### config.mk
export PLATFORM = sky130hd
export DESIGN_NAME = collatz_sweep
export DESIGN_NICKNAME = d
export VERILOG_FILES = /design/src/rtl/collatz_sweep.sv
export SDC_FILE = /design/constraint.sdc
export NUM_CORES = 1
export LEC_CHECK = 0
export ABC_AREA = 1
export CORE_MARGIN = 10
export CORE_UTILIZATION = 59
export CTS_BUF_LIST = sky130_fd_sc_hd__clkbuf_8
export DETAILED_ROUTE_END_ITERATION = 10
export PLACE_DENSITY_LB_ADDON = 0.12
export SETUP_SLACK_MARGIN = 0.5
export SYNTH_ARGS = -nofsm -noshare
export SYNTH_HDL_FRONTEND = slang
export SYNTH_SLANG_ARGS = --single-unit
### constraint.sdc
create_clock -name clk -period 4 [get_ports clk]
set_input_delay 0.4 -clock clk [delete_from_list [all_inputs] [get_ports clk]]
set_output_delay 0.4 -clock clk [all_outputs]
set_load 0.01 [all_outputs]
### src/rtl/collatz_sweep.sv
// Sweeps starting values lo..hi through an external Collatz engine and keeps
// the starting value with the largest step count.
module collatz_sweep #(
  parameter int W  = 16,
  parameter int KW = 20,
  parameter int TO = 16
) (
  input  logic          clk,
  input  logic          rst_n,
  input  logic          go,
  input  logic [W-1:0]  lo,
  input  logic [W-1:0]  hi,
  output logic [W-1:0]  co,
  output logic          st,
  input  logic          bs,
  input  logic [KW-1:0] k,
  output logic          busy,
  output logic          done,
  output logic          err,
  output logic [W-1:0]  best_co,
  output logic [KW-1:0] best_k
);

  localparam int TW = $clog2(TO + 1) + 1;

  typedef enum logic [2:0] {
    IDLE,
    ISSUE,
    WAIT_HI,
    WAIT_LO,
    NEXT,
    FIN
  } state_t;

  state_t        state;
  logic [W-1:0]  hi_r;
  logic [KW-1:0] kcap;
  logic [TW-1:0] tcnt;

  logic [W-1:0]  lo_eff;
  logic          empty;
  logic [W:0]    nxt;

  // Zero is not a legal engine input, so a sweep from 0 starts at 1.
  always_comb begin
    lo_eff = (lo == '0) ? W'(1) : lo;
    empty  = {1'b0, lo_eff} > {1'b0, hi};
    nxt    = {1'b0, co} + (W+1)'(1);
  end

  always_ff @(posedge clk or negedge rst_n) begin
    if (!rst_n) begin
      state   <= IDLE;
      hi_r    <= '0;
      kcap    <= '0;
      tcnt    <= '0;
      co      <= '0;
      st      <= 1'b0;
      busy    <= 1'b0;
      done    <= 1'b0;
      err     <= 1'b0;
      best_co <= '0;
      best_k  <= '0;
    end else begin
      case (state)
        IDLE: begin
          if (go) begin
            hi_r    <= hi;
            best_co <= '0;
            best_k  <= '0;
            err     <= 1'b0;
            busy    <= 1'b1;
            co      <= lo_eff;
            tcnt    <= '0;
            if (empty) begin
              err   <= 1'b1;
              done  <= 1'b1;
              state <= FIN;
            end else begin
              st    <= 1'b1;
              state <= ISSUE;
            end
          end
        end
        ISSUE: begin
          tcnt  <= tcnt + TW'(1);
          state <= WAIT_HI;
        end
        WAIT_HI: begin
          if (bs) begin
            st    <= 1'b0;
            state <= WAIT_LO;
          end else if (tcnt == TW'(TO - 1)) begin
            st    <= 1'b0;
            err   <= 1'b1;
            done  <= 1'b1;
            state <= FIN;
          end else begin
            tcnt <= tcnt + TW'(1);
          end
        end
        WAIT_LO: begin
          if (!bs) begin
            kcap  <= k;
            state <= NEXT;
          end
        end
        NEXT: begin
          if (kcap > best_k) begin
            best_co <= co;
            best_k  <= kcap;
          end
          // Widened compare lets hi = all-ones finish instead of wrapping co.
          if (nxt > {1'b0, hi_r}) begin
            done  <= 1'b1;
            state <= FIN;
          end else begin
            co    <= nxt[W-1:0];
            st    <= 1'b1;
            tcnt  <= '0;
            state <= ISSUE;
          end
        end
        FIN: begin
          done  <= 1'b0;
          busy  <= 1'b0;
          state <= IDLE;
        end
        default: state <= IDLE;
      endcase
    end
  end

endmodule

==> flow_metrics.py <==
metrics = {
    "synth": {
        "yosys.cell_count.top_type": "nand2_1",
        "yosys.area.top_type": "dfrtp_1",
        "avgSynthCellArea_um2": 7.88,
        "yosys_warnings": 0,
        "ys_seq_elements": 101,
        "synthTopCellsByArea": "dfrtp_1, nand2_1, ha_1",
        "ys_seq_area_share_pct": 40.0,
        "synth_top_area_share_pct": 40.0,
        "ys_types": 36,
        "synth_edf_count": 0,
        "ys.flop_type": "dfrtp_1",
        "synthTopCellsByCount": "nand2_1, inv_1, dfrtp_1, nand3_1, ha_1",
        "synthCells": 802,
        "async_flop_share_pct": 100,
        "syn_area_mm2": 0.00632,
        "synth_nets": 912,
    },
    "setup_path": {
        "r2r-start": "co[2]",
        "cp_data_arrival_time_ns": 3.29,
        "critPathLaunchType": "register",
        "crit_end": "co[9]",
        "worstSetupPathType": "register to register",
        "path_delay_family": "simple AND/OR/NAND/NOR gates",
        "path_buf_inv": 0,
        "cp-startpoint": "co[2]",
        "r2r_end": "co[9]",
        "r2r_cells": 17,
        "critical_path_required_ns": 4.26,
        "end_kind": "register",
        "crit_chain": "nand3_1 -> nor2_1 -> nand2_1 -> nor2_1 -> xor2_1 -> ha_1 -> nand2_1 -> nor2_1 -> nand4_1 -> nor2_1 -> nand2_2 -> nand2_2 -> nand2_2 -> nand2_4 -> nand2_4 -> nand2_1 -> nand2_1",
        "ff2ff_setup_slack_ns": 0.97,
        "path_depth": 17,
        "max_stage_delay_ns": 0.50,
        "critPathSlowestCell": "dfrtp_1",
        "cp_max_fo": 21,
    },
    "cells_and_area": {
        "drive_gt1_share_pct": 8.31,
        "area_growth_syn_to_layout_pct": 20.3,
        "finalCoreUtilization_pct": 73.3,
        "fin_nets": 996,
        "design_area_mm2": 0.00760,
        "n_antenna_cell": 0,
    },
    "place": {
        "placed_cell_area_mm2": 0.00740,
        "dp_hpwl_mm": 12.6,
        "place_congestion": 0.947,
        "numPortBuffers": 111,
        "dp_worst_setup_slack_ns": 1.03,
    },
    "sta": {
        "fin_tns_setup_ns": 0,
        "fin_skew_ns": 0.0168,
        "setup_viol": 0,
        "min_period_ns": 3.03,
        "max_freq_mhz": 330,
        "rsz0062_at_grt": "false",
        "fin_crit_sh_pct": 75.8,
        "finalMaxSlewViolations": 0,
        "hold_violations": 0,
        "whs_ns": 0.143,
        "worstMarginPinSlew_ns": 0.972,
        "slew_headroom_pct": 35.0,
        "setup_ws_ns": 0.968,
    },
    "global_route": {
        "grt_max_degree": 72,
        "grt_pass1_wl_mm": 27.4,
        "grt_use_total_pct": 22.2,
        "grt-ovfl-total": 0,
        "grt_pass1_vias": 5542,
        "antenna_found_initial": 0,
    },
    "route": {
        "drt_iter0_drc": 471,
        "first_pass_iters": 6,
        "via_count": 5607,
        "drc_errors": 0,
        "wl_mm": 16.7,
        "via_per_inst": 5.46,
        "wire_per_inst_um": 16.3,
        "ant_nets": 0,
    },
    "outcome": {
        "status": "complete, no violations",
    },
    "power": {
        "p_comb_share_pct": 53.2,
        "p_leak_nw": 3.86,
        "switching_share_pct": 44.7,
        "p_int_mw": 2.96,
        "sequentialPowerShare_pct": 34.3,
        "power_density_mw_per_mm2": 704,
        "power.share.clock_pct": 12.5,
        "max-vdd-ir-drop_v": 0.000481,
        "p_switching_mw": 2.39,
    },
    "clock_network": {
        "cts_resized": 0,
        "cts_inserted_buffers": 9,
        "insertion_delay_ns": 0.38,
        "cts-root-buf": "clkbuf_8",
        "cts_buffer_depth": 2,
        "h-tree-depth": 3,
        "clkTransAtPathRegs_ns": 0.10,
        "ctsHoldBuffers": 0,
        "cts_tree": "done",
        "cts.sinks": 101,
        "cts_setup_buffers": 0,
    },
    "floorplanning": {
        "fp.dieW_um": 123,
        "core_area_mm2": 0.0104,
        "die_area_mm2": 0.0153,
        "ios": 112,
        "die_height_um": 123,
        "start_util_pct": 60.9,
        "rows": 37,
    },
    "worst_hold_path": {
        "hp-class": "input port to asynchronous set/reset pin",
    },
    "job": {
        "drv_cap": 0,
    },
}
==> sequential cells by signal, summed over array words and instances (netlist names) <==
name,count
tcnt,6
hi_r,16
busy,1
co,16
kcap,20
st,1
best_co,16
state,3
best_k,20
err,1
done,1
==> worst register-to-register path, stage by stage (launching register included) <==
cell and delay [ns]:
dfrtp_1 0.50, nand3_1 0.18, nor2_1 0.19, nand2_1 0.13, nor2_1 0.17, xor2_1 0.32, ha_1 0.18, nand2_1 0.04
nor2_1 0.11, nand4_1 0.11, nor2_1 0.17, nand2_2 0.08, nand2_2 0.08, nand2_2 0.06, nand2_4 0.17, nand2_4 0.23
nand2_1 0.14, nand2_1 0.05
==> layer usage <==
| layer | GRT usage [%] | vias to the layer above | routed length, µm |
|---|---|---|---|
| met5 | 0 | - | 0 |
| met2 | 35.9 | 178 | 7840 |
| met1 | 30.1 | 2668 | 7550 |
| met4 | 5.90 | 0 | 205 |
| li1 | - | 2743 | - |
| met3 | 3.74 | 18 | 1140 |
==> worst min path at each step <==
stage | end | slack [ns] | depth (start not counted)
finish | best_co[3] | 0.14 | 1
global route | best_co[3] | 0.22 | 1
CTS | best_co[4] | 0.18 | 1
detailed placement | st | 0.46 | 2
global placement | st | 0.46 | 2
floorplan | best_co[0] | 0.10 | 0
==> power by group through the flow <==
stage,Clock [mW],Combinational [mW],Sequential [mW]
after global routing,0.714,3.20,1.89
after floorplan,0,1.83,1.84
final,0.670,2.85,1.83
after CTS,0.672,2.85,1.83
after global placement,0,2.74,1.83
after detailed placement,0,2.82,1.85
==> stage by stage <==
stage                     power (mW)  cells
after global placement          4.57   1011
after floorplan                 3.68    802
after detailed placement        4.67   1011
after CTS                       5.35   1027
after global routing            5.81   1027
final                           5.35   1027
==> cell type report <==
cell class | count | area (µm²)
Sequential cell | 101 | 2530
Clock inverter | 6 | 61.3
Tap cell | 136 | 170
Multi-Input combinational cell | 555 | 3180
Clock buffer | 10 | 138
Inverter | 105 | 394
Fill cell | 869 | 2770
Timing Repair Buffer | 114 | 1130
==> logic make-up after synthesis <==
| family | synth area share [%] |
|---|---|
| AND/OR/NAND/NOR | 27.7 |
| buffers and inverters | 9.66 |
| flip-flops | 40.0 |
| AO/OA/AOI/OAI | 6.79 |
| adder cells (fa/ha/maj) | 10.7 |
| multiplexers | 3.39 |
| XOR/XNOR | 1.80 |
==> cell usage in the layout (no fill, tap or decap), types with 2 or more instances in the layout <==
cell / synthesis / layout
nand2_1: 204 / 204
clkdlybuf4s50_1: 0 / 110
inv_1: 102 / 103
dfrtp_1: 101 / 101
nand3_1: 100 / 100
ha_1: 54 / 54
nor2_1: 45 / 45
a21oi_1: 30 / 30
o21ai_0: 30 / 30
mux2_2: 19 / 19
nand2_2: 12 / 12
xor2_1: 10 / 10
clkbuf_8: 0 / 10
nand4_1: 9 / 9
o21ai_2: 7 / 7
o21ai_1: 6 / 6
nand2_4: 4 / 4
buf_4: 5 / 4
xnor2_1: 3 / 3
nor3_1: 3 / 3
or2_2: 3 / 3
inv_2: 3 / 3
nor2_4: 2 / 2
nor4_1: 2 / 2
nor2_2: 2 / 2
a21o_1: 2 / 2
nand3b_1: 2 / 2
clkinv_2: 0 / 2
(Power assumes the default switching activity.)
